==> src/rtl/m216a_pkg.sv <==
`default_nettype none
// ============================================================================
//  Module      : m216a_pkg
//  Description : Shared constants and state encoding for the multi-modulus
//                divider that follows the MASH 1-1-1 modulator.
//  Revision    : 1.0 - initial release
// ============================================================================
package m216a_pkg;

    localparam int RATIO_W   = 4;   // matches the modulator output word
    localparam int MIN_RATIO = 2;   // smallest period the divider produces

    typedef enum logic [0:0] {
        S_IDLE = 1'b0,
        S_RUN  = 1'b1
    } state_t;

endpackage : m216a_pkg
`default_nettype wire

==> src/rtl/m216a_mmd_divider.sv <==
`default_nettype none
// ============================================================================
//  Module      : m216a_mmd_divider
//  Description : Multi-modulus divider. Each period lasts exactly the
//                (clamped) ratio word sampled at its start; div_pulse marks
//                the first cycle and strobes the modulator for its next word.
//  Revision    : 1.0 - initial release
// ============================================================================
module m216a_mmd_divider #(
    parameter int RW        = m216a_pkg::RATIO_W,
    parameter int MIN_RATIO = m216a_pkg::MIN_RATIO,
    parameter int CW        = 16
) (
    input  logic          clk,
    input  logic          rst_n,
    input  logic          en,
    input  logic [RW-1:0] ratio,
    output logic          div_pulse,
    output logic          div_clk,
    output logic          ratio_clmp,
    output logic [CW-1:0] pulse_cnt
);

    import m216a_pkg::*;

    localparam logic [RW-1:0] C_MIN_R = RW'(MIN_RATIO);

    state_t        state_q,     state_d;
    logic [RW-1:0] cnt_q,       cnt_d;
    logic [RW-1:0] cur_r_q,     cur_r_d;
    logic          div_pulse_q, div_pulse_d;
    logic          div_clk_q,   div_clk_d;
    logic          clmp_q,      clmp_d;
    logic [CW-1:0] pcnt_q,      pcnt_d;

    logic          w_clamp;
    logic [RW-1:0] w_eff;
    logic          w_load;

    // Effective ratio and the period-start condition.
    always_comb begin
        w_clamp = (ratio < C_MIN_R);
        w_eff   = w_clamp ? C_MIN_R : ratio;
        w_load  = en && ((state_q == S_IDLE) || (cnt_q == '0));
    end

    // Next-state logic: en low wins over a reload; otherwise count down and
    // reload at the end of each period.
    always_comb begin
        state_d     = state_q;
        cnt_d       = cnt_q;
        cur_r_d     = cur_r_q;
        div_pulse_d = 1'b0;
        clmp_d      = clmp_q;
        pcnt_d      = pcnt_q;
        if (!en) begin
            state_d = S_IDLE;
            cnt_d   = '0;
        end else if (w_load) begin
            state_d     = S_RUN;
            cur_r_d     = w_eff;
            cnt_d       = w_eff - RW'(1);
            div_pulse_d = 1'b1;
            pcnt_d      = pcnt_q + CW'(1);
            clmp_d      = clmp_q | w_clamp;
        end else begin
            cnt_d = cnt_q - RW'(1);
        end
        // High while the down-counter sits in the upper half of the period,
        // giving ceil(R/2) high cycles starting with the pulse cycle.
        div_clk_d = (state_d == S_RUN) && (cnt_d >= (cur_r_d >> 1));
    end

    // State and output registers with asynchronous reset.
    always_ff @(posedge clk or negedge rst_n) begin
        if (!rst_n) begin
            state_q     <= S_IDLE;
            cnt_q       <= '0;
            cur_r_q     <= C_MIN_R;
            div_pulse_q <= 1'b0;
            div_clk_q   <= 1'b0;
            clmp_q      <= 1'b0;
            pcnt_q      <= '0;
        end else begin
            state_q     <= state_d;
            cnt_q       <= cnt_d;
            cur_r_q     <= cur_r_d;
            div_pulse_q <= div_pulse_d;
            div_clk_q   <= div_clk_d;
            clmp_q      <= clmp_d;
            pcnt_q      <= pcnt_d;
        end
    end

    assign div_pulse  = div_pulse_q;
    assign div_clk    = div_clk_q;
    assign ratio_clmp = clmp_q;
    assign pulse_cnt  = pcnt_q;

endmodule : m216a_mmd_divider
`default_nettype wire

==> config.mk <==
export PLATFORM = sky130hd
export DESIGN_NAME = m216a_mmd_divider
export DESIGN_NICKNAME = d
export VERILOG_FILES = /design/src/rtl/m216a_pkg.sv /design/src/rtl/m216a_mmd_divider.sv
export SDC_FILE = /design/constraint.sdc
export NUM_CORES = 1
export LEC_CHECK = 0
export ABC_AREA = 1
export BUFFER_PORTS_ARGS = -buffer_cell sky130_fd_sc_hd__buf_2
export CORE_MARGIN = 2
export CORE_UTILIZATION = 49
export DETAILED_ROUTE_END_ITERATION = 6
export PLACE_DENSITY = 0.74
export SLEW_MARGIN = 25
export SYNTH_ARGS = -nofsm -noshare
export SYNTH_HDL_FRONTEND = slang
export SYNTH_SLANG_ARGS = --single-unit
==> constraint.sdc <==
create_clock -name clk -period 2.2 [get_ports clk]
set_clock_uncertainty 0.05 [all_clocks]
set_input_delay 0.44 -clock clk [delete_from_list [all_inputs] [get_ports clk]]
set_output_delay 0.44 -clock clk [all_outputs]
set_load 0.01 [all_outputs]
==> impl_metrics.env, run 1 <==
export IMPL_max_stage_delay_ns=0.42
export IMPL_seq_power_share=0.478
export IMPL_crit_family="simple AND/OR/NAND/NOR gates"
export IMPL_area_growth_pct=19.2
export IMPL_synth_simple_area_share=0.243
export IMPL_clock_fmax_mhz=454
export IMPL_fin_crit_ns=2.20
export IMPL_arrival_ns=2.38
export IMPL_power_frac_comb=0.381
export IMPL_p_leak_uw=0.000912
export IMPL_worst_slew_pin_slew_ns=0.596
export IMPL_yosysTopAreaCellShare=0.460
export IMPL_drive_above_1_share=0.294
export IMPL_num_vias=1196
export IMPL_critical_path_buf_inv_count=1
export IMPL_syn_area_per_cell_sq_um=8.84
export IMPL_maxSlewHeadroom=0.602
export IMPL_synthAdderAreaFrac=0.0442
export IMPL_die_y_um=57.7
export IMPL_synth_seq_cells=27
export IMPL_gr_max_usage_layer="met2"
export IMPL_worstPathRequired_ns=2.38
export IMPL_use_met1=0.217
export IMPL_peakVddDrop_v=0.000549
export IMPL_synth_distinct_cells=27
export IMPL_numCtsBuffers=3
export IMPL_max_cap_violations=0
export IMPL_grt_start_max_net_pins=28
export IMPL_finalCritPeriodShare=1.00
export IMPL_p_clk_frac=0.142
export IMPL_drt_vias_per_instance=5.32
export IMPL_ios=26
export IMPL_grt_overflow_total=0
export IMPL_grt_pass1_wl_um=4840
export IMPL_routed_wl_um=3040
export IMPL_grt_antenna_before_repair=0
export IMPL_synth_edf_count=0
export IMPL_synth_most_common_cell="nand2_1"
export IMPL_clock_sinks=27
export IMPL_synth_mux_area_frac=0
export IMPL_crit_path_start_kind="flip-flop"
export IMPL_synth_cells=160
export IMPL_gp_congestion=0.864
export IMPL_synth_xor_area_frac=0.0867
export IMPL_cell_internal_pwr_uw=925
export IMPL_grt_use_total=0.188
export IMPL_ys_warnings_count=0
export IMPL_finalHoldViolations=0
export IMPL_violations="negative setup slack"
export IMPL_worstSetupPathType="reg -> reg"
export IMPL_status="finished with violations"
export IMPL_p_per_area_nw_per_um2=891
export IMPL_drtPass1Iterations=4
export IMPL_drc=0
export IMPL_drtAntennaViolNets=0
export IMPL_critPathMaxFanout=4
export IMPL_antenna_cells=0
export IMPL_synthArstFlopShare=1.00
export IMPL_wl_per_cell_um=13.5
export IMPL_cts_tree="done"
export IMPL_rsz0062_at_grt="yes"
export IMPL_final_area_sq_um=1690
export IMPL_setup_viol=1
export IMPL_core_sq_um=2760
export IMPL_place_area_sq_um=1590
export IMPL_hold_class="in -> async"
export IMPL_use_met3=0.0290
export IMPL_dieArea_sq_um=3330
export IMPL_grt_pass1_vias=1151
export IMPL_rows=19
export IMPL_nets=207
export IMPL_synth_top_family_by_area="simple AND/OR/NAND/NOR gates"
export IMPL_setup_slack_ns=-0.00156
export IMPL_synth_area_top_cells="dfrtp_1, nand2_1, xor2_1, inv_1, ha_1"
export IMPL_slowest_stage="dfrtp_1"
export IMPL_mappedNetlistArea_sq_um=1410
export IMPL_cts_htree_levels=1
export IMPL_place_hpwl_um=2140
export IMPL_initial_core_util=0.513
export IMPL_path_clk_slew_ns=0.14
export IMPL_drt_iter0_markers=38
export IMPL_maxSlewViolCount=0
export IMPL_p_sw_frac=0.384
export IMPL_yosys_area_top_type="dfrtp_1"
export IMPL_utilization=0.611
export IMPL_die_w_um=57.7
export IMPL_ys_seq_area_frac=0.479
export IMPL_worst_setup_path_end_kind="flip-flop"
export IMPL_crit_path_cell_trace="nor2_1 -> nand2_1 -> nand2_2 -> nand3_2 -> nand2_2 -> inv_2 -> ha_4 -> nor2_4 -> ha_4 -> a21boi_1 -> o21a_1 -> o21ai_1 -> nand2_1"
export IMPL_synth_ff_type="dfrtp_1"
export IMPL_synth_compound_area_frac=0.0619
export IMPL_cts_root_buf="clkbuf_4"
export IMPL_io_buffers=25
export IMPL_insertion_delay_ns=0.32
export IMPL_synth_nets=172
export IMPL_p_sw_uw=576
export IMPL_synth_common_cells="nand2_1, dfrtp_1, inv_1, nor2_1, nand3_1"
export IMPL_globalRouteMet2Util=0.349
export IMPL_clock_path_buffers=2
[power by group through the flow]
| stage | combinational [uW] | sequential [uW] | clock [uW] |
|---|---|---|---|
| after detailed placement | 487 | 726 | 0 |
| after floorplan | 285 | 743 | 0 |
| final | 571 | 717 | 213 |
| after global routing | 634 | 738 | 239 |
| after global placement | 461 | 718 | 0 |
| after CTS | 511 | 717 | 221 |
[final cells by class]
| class | instances | area, sq um |
|---|---|---|
| Fill cell | 249 | 1070 |
| Timing Repair Buffer | 34 | 193 |
| Inverter | 23 | 86.3 |
| Clock buffer | 4 | 26.3 |
| Sequential cell | 27 | 677 |
| Tap cell | 31 | 38.8 |
| Multi-Input combinational cell | 106 | 664 |
[logic make-up (layout without fill, tap and decap cells)]
kind of cell / after synthesis / in the layout
AOI/OAI and AO/OA: 15 / 15
and+or+nand+nor: 72 / 72
xor gates and xnor gates: 14 / 14
adders and majority gates: 5 / 5
buffers and inverters: 27 / 61
DFF: 27 / 27
[flip-flops by register name, indices dropped and copies added (netlist names)]
signal and cells:
div_clk 1, pulse_cnt 16, cur_r_q 3, cnt_q 4, div_pulse 1, ratio_clmp 1, state_q 1
[cells in the final DEF, fill, tap and decap left out]
cell      instances
xnor2_1           4
inv_2             2
clkbuf_4          3
ha_1              3
buf_4             9
a21oi_2           1
o21ai_0           7
o21a_1            1
ha_4              2
nand2_4           1
a31oi_1           1
nand2_2           5
nor2_4            1
inv_1            21
nand3_1          11
nor2_1           12
xor2_1           10
a21boi_1          1
buf_2            25
nor3_2            2
nor3_1            2
dfrtp_1          26
clkbuf_1          1
nand4_2           1
nand3_2           1
nand4_1           6
nor2_2            3
nand2_1          26
o21bai_1          1
dfstp_2           1
nor4_1            1
o21ai_1           3
[metrics by stage]
step           hold WS [ns]  setup TNS (ns)  worst slack, ns  total power (uW)  std cells
6_report             0.0495        -0.00156         -0.00156              1500        225
2_1_floorplan        0.0944               0           0.0947              1030        160
3_5_place_dp          0.406          -0.164           -0.164              1210        218
5_1_grt              0.0869          -0.125           -0.125              1610        225
4_1_cts              0.0698               0           0.0155              1450        224
3_3_place_gp          0.409         -0.0242          -0.0242              1180        218
[per-layer routing]
layer / routed length (um) / part of all wire
met1: 1240 / 0.41
met5: 0 / 0
met4: 13 / 0.0043
met3: 123 / 0.040
met2: 1660 / 0.55
[what timing repair did]
item / in CTS / in global routing
hold buffers: 0 / 0
setup buffers: 2 / 1
hold endpoints to repair: 0 / 0
pin swaps: 1 / 10
gates resized for setup: 2 / 9
setup endpoints to repair: 1 / 1
[final timing paths]
path	start	to	slack (ns)	cells past startpoint
setup reg to reg	cnt_q[0]	div_clk	-0.002	13
max in group asynchronous	rst_n	pulse_cnt[2]	1.66	1
hold reg to reg	cur_r_q[3]	cur_r_q[3]	0.44	2
hold / removal	rst_n	pulse_cnt[12]	0.05	1
min in group clk	en	state_q	0.27	1
setup / recovery	cnt_q[0]	div_clk	-0.002	13
No activity file was read; power rests on OpenSTA's default activity.
==> run 2: changes to the inputs <==
Clock period 2.2 ns to 1.85 ns, I/O delays scaled along.
==> run 2 against run 1 <==
The flow still finishes with violations (negative setup slack). Clock power increased by 22%. Critical path depth unchanged. Routed wire length decreased by 10%. Largest power group unchanged. Via count decreased by 1.8%. Non-clock buffer count increased by 7. Highest routed layer unchanged.
==> impl_metrics.env, run 2 (synthesis gave the netlist of run 1 again) <==
export IMPL_status="finished with violations"
export IMPL_violations="negative setup slack"
export IMPL_area_growth_pct=21.9
export IMPL_critPathMaxFanout=4
export IMPL_grt_pass1_wl_um=4840
export IMPL_largest_reg_flops=16
export IMPL_drc=0
export IMPL_path_clk_slew_ns=0.15
export IMPL_n_fill_cell=234
export IMPL_drive_above_1_share=0.303
export IMPL_setup_slack_ns=-0.213
export IMPL_insertion_delay_ns=0.33
export IMPL_startpoint="cnt_q[3]"
export IMPL_mostFrequentLayoutCells="nand2_1, dfrtp_1, buf_2, inv_1, buf_4"
export IMPL_hold_class="in -> reg"
export IMPL_worst_setup_path_end_kind="flip-flop"
export IMPL_max_cap_violations=0
export IMPL_finalHoldViolations=0
export IMPL_setup_viol=1
export IMPL_cts_root_buf="clkbuf_4"
export IMPL_arrival_ns=2.25
export IMPL_cts_htree_levels=1
export IMPL_drtPass1Iterations=4
export IMPL_clock_path_buffers=2
export IMPL_worst_slew_pin_slew_ns=0.584
export IMPL_critical_path_buf_inv_count=0
export IMPL_clock_fmax_mhz=485
export IMPL_utilization=0.625
export IMPL_drt_vias_per_instance=5.06
export IMPL_fin_crit_ns=2.06
export IMPL_grt_antenna_before_repair=0
export IMPL_rsz0062_at_grt="yes"
export IMPL_nets=214
export IMPL_core_sq_um=2760
export IMPL_gp_congestion=0.902
export IMPL_clock_sinks=27
export IMPL_drt_iter0_markers=49
export IMPL_grt_use_total=0.188
export IMPL_ff_latch_area_sq_um=677
export IMPL_slowest_stage="dfrtp_1"
export IMPL_routed_wl_um=2730
export IMPL_wl_per_cell_um=11.8
export IMPL_p_per_area_nw_per_um2=1030
export IMPL_numCtsBuffers=3
export IMPL_worstPathRequired_ns=2.04
export IMPL_maxSlewHeadroom=0.611
export IMPL_grt_start_max_net_pins=28
export IMPL_crit_path_start_kind="flip-flop"
export IMPL_min_from="en"
export IMPL_cts_tree="done"
export IMPL_num_vias=1174
export IMPL_worstSetupPathType="reg -> reg"
export IMPL_initial_core_util=0.513
export IMPL_die_y_um=57.7
export IMPL_finalCritPeriodShare=1.12
export IMPL_grt_overflow_total=0
export IMPL_drtAntennaViolNets=0
export IMPL_dieArea_sq_um=3330
export IMPL_maxSlewViolCount=0
export IMPL_die_w_um=57.7
export IMPL_antenna_cells=0
export IMPL_r2r_start="cnt_q[3]"
export IMPL_p_leak_uw=0.000948
export IMPL_crit_family="simple AND/OR/NAND/NOR gates"
export IMPL_multi_input_area_sq_um=642
export IMPL_ios=26
export IMPL_grt_pass1_vias=1181
export IMPL_rows=19
export IMPL_max_stage_delay_ns=0.42
export IMPL_place_hpwl_um=2070
export IMPL_instances_no_fill=232
export IMPL_placed_cells=224
export IMPL_io_buffers=25
export IMPL_layout_commonest_cell="nand2_1"
export IMPL_peakVddDrop_v=0.000725
export IMPL_crit_path_cell_trace="nor2_1 -> nand2_1 -> nand2_2 -> nand2_2 -> nand2_1 -> nand2_2 -> ha_4 -> nor2_4 -> ha_1 -> a21boi_1 -> o21a_1 -> o21ai_1 -> nand2_1"
run 2: layout make-up:
cell class	instances	share of cell area
clock inverter	1	0.00290
clock buffer	3	0.0131
timing repair buffer	41	0.146
sequential	27	0.393
inverter	23	0.0501
tap	31	0.0225
multi-input combinational	106	0.373
run 2: metrics by stage:
| step | area [sq um] | setup TNS, ns | hold WS, ns | power, uW | worst slack [ns] |
|---|---|---|---|---|---|
| final | 1720 | -0.213 | 0.326 | 1770 | -0.213 |
| after global placement | 1650 | -0.208 | 0.353 | 1470 | -0.208 |
| after global routing | 1720 | -0.380 | 0.309 | 1920 | -0.380 |
| after detailed placement | 1650 | -0.269 | 0.361 | 1500 | -0.269 |
| after floorplan | 1430 | -0.183 | 0.0244 | 1240 | -0.183 |
| after CTS | 1720 | -0.227 | 0.312 | 1790 | -0.227 |
run 2: timing repair:
action                                 4_1_cts  5_1_grt
gates resized for setup                      3        1
pin swaps                                    7        0
hold buffers                                 1        0
setup buffers                                3        0
setup endpoints to repair                    1        2
endpoints found under the hold margin       26        0
run 2: where the power goes:
group / total [uW] / internal [uW] / leakage, uW / switching (uW)
clock network: 259 / 81.2 / 0.0000177 / 178
logic: 667 / 309 / 0.000595 / 358
registers: 846 / 722 / 0.000335 / 123
total: 1770 / 1110 / 0.000948 / 660
run 2: worst paths after layout:
| kind | to | slack (ns) | depth (start not counted) |
|---|---|---|---|
| max | div_clk | -0.21 | 13 |
| min | state_q | 0.33 | 2 |
| max reg2reg | div_clk | -0.21 | 13 |
| min reg2reg | cur_r_q[3] | 0.46 | 2 |
| max in group asynchronous | cur_r_q[1] | 0.86 | 2 |
| min in group asynchronous | pulse_cnt[7] | 0.50 | 2 |
run 2: per-layer routing:
layer  wire, um  vias up  global-route usage
met1       1140      557               0.217
met3         83        5              0.0290
met2       1470       20               0.346
met4         42        0              0.0764
met5          0        -                   0
li1           -      592                   -
run 2: worst register-to-register path, cell delays in order, from the launching register on:
cell,delay [ns]
dfrtp_1,0.42
nor2_1,0.11
nand2_1,0.08
nand2_2,0.11
nand2_2,0.06
nand2_1,0.07
nand2_2,0.07
ha_4,0.28
nor2_4,0.03
ha_1,0.25
a21boi_1,0.12
o21a_1,0.16
o21ai_1,0.11
nand2_1,0.06
